### src/rtl/mux_arb_pkg.sv
// Shared types, defaults and the round-robin pick helper for mux_share_arb.
package mux_arb_pkg;

    typedef enum logic {IDLE, BUSY} arb_state_e;

    localparam int N_REQ_DEF = 4;
    localparam int W_DEF     = 2;
    localparam int BURST_DEF = 4;
    localparam int MAX_REQ   = 8;

    // Returns {found, index} of the first set request in the order
    // last+1, last+2, ... wrapping modulo n. The request vector is
    // zero-extended to MAX_REQ bits by the caller.
    function automatic logic [3:0] rr_pick(input logic [7:0] req,
                                           input logic [2:0] last,
                                           input int         n);
        logic [3:0] r;
        int         idx;
        r = '0;
        // Walk from the farthest candidate to the nearest so the nearest
        // requesting index is the one that sticks.
        for (int i = MAX_REQ; i >= 1; i--) begin
            idx = (int'(last) + i) % n;
            if (i <= n && req[idx[2:0]]) r = {1'b1, idx[2:0]};
        end
        return r;
    endfunction

endpackage

### src/rtl/muxn_w.sv
// N_REQ:1 combinational mux, W bits wide, steered by sel_i.
module muxn_w #(
    parameter int N_REQ = 4,
    parameter int W     = 2,
    parameter int SW    = $clog2(N_REQ)
) (
    input  logic [N_REQ*W-1:0] d_i,
    input  logic [SW-1:0]      sel_i,
    output logic [W-1:0]       y_o
);

    // Select requester slice sel_i; out-of-range selects read as zero.
    always_comb begin
        y_o = '0;
        for (int i = 0; i < N_REQ; i++) begin
            if (sel_i == SW'(i)) y_o = d_i[i*W +: W];
        end
    end

endmodule

### src/rtl/mux_share_arb.sv
// Round-robin arbiter sharing one W-bit mux among N_REQ requesters.
// Grants one requester for up to BURST transfers, then bubbles one IDLE cycle.
// Optional macro ARB_LOCK_EN adds a lock port that extends a burst.
module mux_share_arb
    import mux_arb_pkg::*;
#(
    parameter int N_REQ = N_REQ_DEF,
    parameter int W     = W_DEF,
    parameter int BURST = BURST_DEF
) (
    input  logic                     clk,
    input  logic                     reset,
    input  logic [N_REQ-1:0]         req,
    input  logic [N_REQ*W-1:0]       d,
`ifdef ARB_LOCK_EN
    input  logic [N_REQ-1:0]         lock,
`endif
    output logic [N_REQ-1:0]         gnt,
    output logic [$clog2(N_REQ)-1:0] sel,
    output logic [W-1:0]             y,
    output logic                     y_valid
);

    localparam int SW = $clog2(N_REQ);
    localparam int CW = (BURST > 1) ? $clog2(BURST) : 1;

    arb_state_e     state_q, state_d;
    logic [N_REQ-1:0] gnt_q, gnt_d;
    logic [SW-1:0]  sel_q, sel_d;
    logic [SW-1:0]  last_q, last_d;
    logic [CW-1:0]  cnt_q, cnt_d;
    logic [W-1:0]   y_q, y_d;
    logic           vld_q, vld_d;

    logic [W-1:0]   mux_y;
    logic [7:0]     req8;
    logic [3:0]     pick;
    logic           lock_hit;

    muxn_w #(.N_REQ(N_REQ), .W(W), .SW(SW)) u_mux (
        .d_i   (d),
        .sel_i (sel_q),
        .y_o   (mux_y)
    );

    // Round-robin candidate from the registered pointer.
    always_comb begin
        req8 = '0;
        req8[N_REQ-1:0] = req;
        pick = rr_pick(req8, 3'(last_q), N_REQ);
    end

`ifdef ARB_LOCK_EN
    assign lock_hit = lock[sel_q];
`else
    assign lock_hit = 1'b0;
`endif

    // Next-state and output decode for the IDLE/BUSY sequencer.
    always_comb begin
        state_d = state_q;
        gnt_d   = gnt_q;
        sel_d   = sel_q;
        last_d  = last_q;
        cnt_d   = cnt_q;
        y_d     = y_q;
        vld_d   = 1'b0;
        case (state_q)
            IDLE: begin
                if (pick[3]) begin
                    gnt_d   = N_REQ'(1) << pick[2:0];
                    sel_d   = SW'(pick[2:0]);
                    cnt_d   = CW'(BURST - 1);
                    state_d = BUSY;
                end
            end
            BUSY: begin
                if (!req[sel_q]) begin
                    // Requester let go early: no transfer this edge.
                    gnt_d   = '0;
                    last_d  = sel_q;
                    state_d = IDLE;
                end else begin
                    y_d   = mux_y;
                    vld_d = 1'b1;
                    if (cnt_q == '0) begin
                        if (lock_hit) begin
                            // Locked: keep the grant and the pointer.
                            cnt_d = CW'(BURST - 1);
                        end else begin
                            gnt_d   = '0;
                            last_d  = sel_q;
                            state_d = IDLE;
                        end
                    end else begin
                        cnt_d = cnt_q - CW'(1);
                    end
                end
            end
            default: state_d = IDLE;
        endcase
    end

    // State registers; pointer starts at N_REQ-1 so requester 0 wins first.
    always_ff @(posedge clk or posedge reset) begin
        if (reset) begin
            state_q <= IDLE;
            gnt_q   <= '0;
            sel_q   <= '0;
            last_q  <= SW'(N_REQ - 1);
            cnt_q   <= '0;
            y_q     <= '0;
            vld_q   <= 1'b0;
        end else begin
            state_q <= state_d;
            gnt_q   <= gnt_d;
            sel_q   <= sel_d;
            last_q  <= last_d;
            cnt_q   <= cnt_d;
            y_q     <= y_d;
            vld_q   <= vld_d;
        end
    end

    assign gnt     = gnt_q;
    assign sel     = sel_q;
    assign y       = y_q;
    assign y_valid = vld_q;

endmodule

### config.mk
export PLATFORM = sky130hd
export DESIGN_NAME = mux_share_arb
export DESIGN_NICKNAME = d
export VERILOG_FILES = /design/src/rtl/mux_arb_pkg.sv /design/src/rtl/muxn_w.sv /design/src/rtl/mux_share_arb.sv
export SDC_FILE = /design/constraint.sdc
export NUM_CORES = 1
export LEC_CHECK = 0
export ABC_AREA = 1
export CAP_MARGIN = 5
export CORE_MARGIN = 8
export CORE_UTILIZATION = 51
export CTS_BUF_LIST = sky130_fd_sc_hd__clkbuf_8
export DETAILED_ROUTE_END_ITERATION = 16
export GPL_TIMING_DRIVEN = 0
export HOLD_SLACK_MARGIN = 0.05
export PLACE_DENSITY = 0.81
export SLEW_MARGIN = 0
export SYNTH_ARGS = -nofsm -noshare
export SYNTH_HDL_FRONTEND = slang
export SYNTH_SLANG_ARGS = --single-unit
### constraint.sdc
create_clock -name clk -period 2.1 [get_ports clk]
set_clock_uncertainty 0.1 [all_clocks]
set_input_delay 0.21 -clock clk [delete_from_list [all_inputs] [get_ports clk]]
set_output_delay 0.21 -clock clk [all_outputs]
set_load 0.01 [all_outputs]
### Yosys cells after proc, flatten, opt, wreduce, memory -nomap -nowiden

Cells that the tools add are included.

* register bits: 14
* bits of input ports: 14
* output and inout port bits: 9
* word-level logic and storage cells: 76

* $add $sub $neg: 5
* order comparisons: 5
* equal/unequal tests: 8
* shift-type cells: 1
* mux-type cells: 34
* bitwise logic cells: 5
* reduce and logical (&&, ||, !) cells: 11

Operator list (number)
* 4-bit 2-to-1 mux: 7
* 2-bit 2-to-1 mux: 9
* 3-bit by 4-bit < comparator with 1-bit output, second input constant: 4
* 1-bit binary-select mux with 3-bit select: 4
* 1-bit 2-to-1 mux: 10
* 4-bit one-hot mux with 2 select lines: 1
* 2-bit AND reduction: 4
* 2-bit OR reduction: 4
* 2-bit by 1-bit adder with 2-bit output, second input constant: 2
* 2-bit adder, second input constant: 2
* 1-bit bitwise AND, first input constant: 4
* 2-bit == test, second input constant: 2
* 2-bit zero test: 2
* 2-bit by 1-bit inequality test with 1-bit output, second input constant: 2
* 2-bit inequality test, second input constant: 2
* 2-bit one-hot mux with 2 select lines: 1
* 1-bit by 3-bit << shifter with 4-bit output, first input constant: 1
* 2-bit by 3-bit < comparator with 1-bit output, second input constant: 1
* 3-bit by 2-bit inequality test with 1-bit output, second input constant: 1
* 3-bit AND reduction: 1
* 1-bit binary-select mux with 2-bit select: 1
* 2-bit by 1-bit == test with 1-bit output, second input constant: 1
* 1-bit one-hot mux with 2 select lines: 1
* 2-bit by 1-bit subtractor with 2-bit output, second input constant: 1
* 1-bit inverter: 1

### Logic depth before layout (Yosys ltp)

* depth after elaboration: 12
* depth in mapped cells: 12
* mapped depth without buffers: 11

### Modules after synthesis

A second synthesis with hierarchy kept.

* cell total of the unflattened synthesis: 126
* area, all modules: 902.1 um2

By module, submodules not included
* mux_share_arb: times used 1, cells an instance 114, area each 842.1 um2, seq. area each 352.8 um2
* muxn_w: times used 1, cells an instance 12, area each 60.1 um2, seq. area each 0.0 um2

### Worst setup path before layout

OpenSTA, ideal clock, no wires.

* kind: reg-to-reg
* start point: reg last_q[0]
* end point: reg sel_q[0] (netlist: sel[0])
* library setup time: 0.123 ns
* arrival time: 1.282 ns
* required time: 1.877 ns
* path slack: 0.595 ns
* cell stages (with the launch flop): 13
* path buffers: 1
* clock period less this slack: 1.505 ns
* cells stage by stage: dfstp_2 -> buf_6 -> inv_8 -> nand2_2 -> nand2_2 -> nand2_1 -> nand2_1 -> nand2_1 -> nand2_1 -> nand2_2 -> nand2_2 -> nand2_1 -> o21ai_1

* cells in the longest elaborated chain, start to end: 10
* elaborated cells between the ends (all ways): 25
* classes of those cells: add/sub (4); mux (12); bitwise (4); reduce/logical (5)

RTL lines
* start, declared: RTL line mux_share_arb.sv:30 `logic [SW-1:0] last_q, last_d;`
* start signal, assigned: RTL line mux_share_arb.sv:110 `last_q <= SW'(N_REQ - 1);`
* start signal, assigned: RTL line mux_share_arb.sv:118 `last_q <= last_d;`
* 2-bit by 1-bit adder with 2-bit output: RTL line mux_arb_pkg.sv:23 `idx = (int'(last) + i) % n;`
* 2-bit OR reduction (no line)
* 1-bit bitwise AND (no line)
* 1-bit binary-select mux with 3-bit select: RTL line mux_arb_pkg.sv:24 `if (i <= n && req[idx[2:0]]) r = {1'b1, idx[2:0]};`
* 1-bit 2-to-1 mux (implied by the code): RTL line mux_arb_pkg.sv:24
* 4-bit 2-to-1 mux (3 in a row): RTL line mux_arb_pkg.sv:24
* 4-bit 2-to-1 mux (*): RTL line mux_arb_pkg.sv:24
* 2-bit AND reduction (no line)
* end signal, assigned: RTL line mux_share_arb.sv:117 `sel_q <= sel_d;`
* end, declared: RTL line mux_share_arb.sv:29 `logic [SW-1:0] sel_q, sel_d;`

Every way passes the cells marked *; elsewhere a longest branch is shown, timed or not. The select of a mux whose other input is x is not followed.
A chain may end at the register's enable or synchronous reset.

### Final worst setup path

* start point: reg sel_q[0] (netlist: sel[0])
* end point: out sel[0]

RTL lines
* end, declared: RTL line mux_share_arb.sv:19 `output logic [$clog2(N_REQ)-1:0] sel,`

No word-level cell between the ends.

==> impl_metrics.ini <==
[grt]
track_usage_pct = 13.90
first_global_vias = 896
antenna_found_initial = 0
overflow = 0
grt_pass1_wl_um = 3829
grt_max_degree = 15

[synthesis]
synth_top_cell_by_area = dfrtp_1
syn_inst = 131
async_reset_ff_share_pct = 100.0
syn-num-nets = 146
ys_types = 27
synth_common_cells = 43 x nand2_1, 14 x inv_1, 14 x nand2_2, 12 x dfrtp_1, 9 x nand3_1
synth_top_area_share_pct = 30.00
synth-seq-cells = 14
synth_edf_count = 0
ys_top_cells_by_area = dfrtp_1 30%, nand2_1 16%, nand2_2 8.8%
yosys_warnings = 0
synthFlopType = dfrtp_1
yosysMostFrequentCell = nand2_1
ys_seq_area_share_pct = 35.25
synth_area_per_cell_um2 = 7.641
synth_area_mm2 = 0.001001

[critical_path]
slowest_delay_ns = 0.61
path_depth = 1
critPathRequiredTime_ns = 1.79
critical_path.cell_chain = clkdlybuf4s50_1
cp_num_buf_inv = 1
worst_setup_path_start_kind = register
crit_slowest_cell = clkdlybuf4s50_1
endpoint_kind = primary output
crit_fanout = 8
crit_type = reg2out
cp.arrival_ns = 1.36
critPathTopFamily = buffers and inverters
rr_worst_depth = 12

[floorplan]
rows = 16
dieArea_mm2 = 0.003636
initial_core_util_pct = 52.63
fp.dieH_um = 60.30
fp.coreArea_mm2 = 0.001902
dieWidth_um = 60.30
io_pins = 23

[cts]
root_buffer = clkbuf_8
clk_pin_slew_worst_paths_ns = 0.06
clock_latency_ns = 0.24
cts_inserted_buffers = 3
cts_max_level = 1
cts_tree = built
numClockSinks = 14
cts-hold-fix-buffers = 0
post_cts_buffers = 0
cts_resized = 0
cts_max_path_buffers = 2

[timing]
tns_ns = 0
setup_viol = 0
report.final.slew_viol_count = 0
hold_violations = 0
tightest_slew_ns = 0.5304
max_freq_mhz = 597.5
relSlewSlack_pct = 64.60
period_needed_ns = 1.674
finalCritPeriodShare_pct = 79.69
rsz0062_at_grt = false

[power]
power.density_mw_per_mm2 = 1502
static-leakage-power_nw = 0.6356
irDropWorstVdd_mv = 0.8816

[layout]
diodes = 0
drive_gt1_share_pct = 23.72
final_util_pct = 68.16
nets = 173
area.growth.synth_to_final_pct = 29.50

[drt]
drc = 0
vias = 924
wl_per_cell_um = 12.18
drt_wl_total_um = 2229
ant_nets = 0
dr.pass1.iters = 4
drt_iter0_markers = 18
via_per_inst = 5.049

[flow_run]
drv_cap = 0

[placed_design]
dpl.hpwl_um = 1797
port_buffers = 22
gp_congestion = 0.8140

[run_status]
status = finished, final reports clean

[worst_hold_path]
hold_path.class = in2async
layout make-up:
type,count,area [um^2]
Fill cell,167,605.6
Timing Repair Buffer,22,220.2
Tap cell,27,33.78
Clock buffer,3,41.29
Sequential cell,14,352.8
Inverter,17,71.32
Multi-Input combinational cell,98,558.0
Buffer,2,18.77
cells in the final DEF (no fill, tap or decap):
master,synthesis,routed
ha_1,1,1
nor2_2,2,2
nand2_4,1,1
a21oi_1,4,4
nand3_1,9,9
a22oi_2,1,1
dfrtp_1,12,12
o21a_1,1,1
o21ai_4,1,1
nor2_1,1,1
nand3_2,3,3
buf_6,1,1
o22ai_2,1,1
nand2_2,14,14
clkinv_1,1,1
o21ai_0,5,5
nand4_4,1,1
clkdlybuf4s50_1,0,22
clkbuf_8,0,3
nand2_1,43,43
nand4_1,2,2
inv_1,14,14
inv_8,1,1
buf_4,1,1
inv_2,1,1
o21ai_1,3,3
dfstp_2,2,2
nor2_4,4,4
o22ai_1,1,1
stage by stage:
stage	power, mW	cell area, um^2	hold WS, ns	instances	worst slack, ns
3_3_place_gp	1.700	1255	0.3671	180	0.3610
4_1_cts	1.959	1296	0.2185	183	0.4253
5_1_grt	2.141	1296	0.2569	183	0.2928
3_5_place_dp	1.738	1255	0.3668	180	0.3030
2_1_floorplan	1.407	1001	-0.002212	131	0.5945
6_report	1.947	1296	0.2036	183	0.4264
path summary, 6_finish.rpt:
| kind | startpoint | endpoint | slack (ns) |
|---|---|---|---|
| worst max-delay path | sel[0] | sel[0] | 0.43 |
| worst min-delay path | reset | state_q | 0.20 |
| worst max register to register | last_q[0] | gnt[3] | 0.44 |
| worst min register to register | gnt[3] | gnt[3] | 0.38 |
| max in group asynchronous | reset | last_q[1] | 1.33 |
| min in group clk | gnt[3] | gnt[3] | 0.38 |
routing by layer:
layer  up-vias  global-route usage (%)  part of all wire, %
li1        472                       -                    -
met4         0                   6.122                  1.7
met2        21                   25.15                   51
met3         5                   3.226                  5.0
met1       426                   14.84                   42
met5         -                       0                    0
cell families (layout without fill, tap and decap cells):
group | after synthesis | after routing | share of synthesized area (%)
AOI/OAI and AO/OA | 17 | 17 | 11.50
adders and majority gates | 1 | 1 | 1.250
buffers and inverters | 19 | 44 | 8.999
DFF | 14 | 14 | 35.25
and+or+nand+nor | 80 | 80 | 43.00
sequential cells by signal (all words and copies together), names as in the netlist:
register  cells
last_q        2
gnt           4
state_q       1
sel           2
y             2
cnt_q         2
y_valid       1
report_power, final:
group          switching [mW]  internal (mW)
registers              0.0912          0.399
clock network          0.0878          0.127
logic                   0.737          0.506
Power figures use the tool's default switching activity.
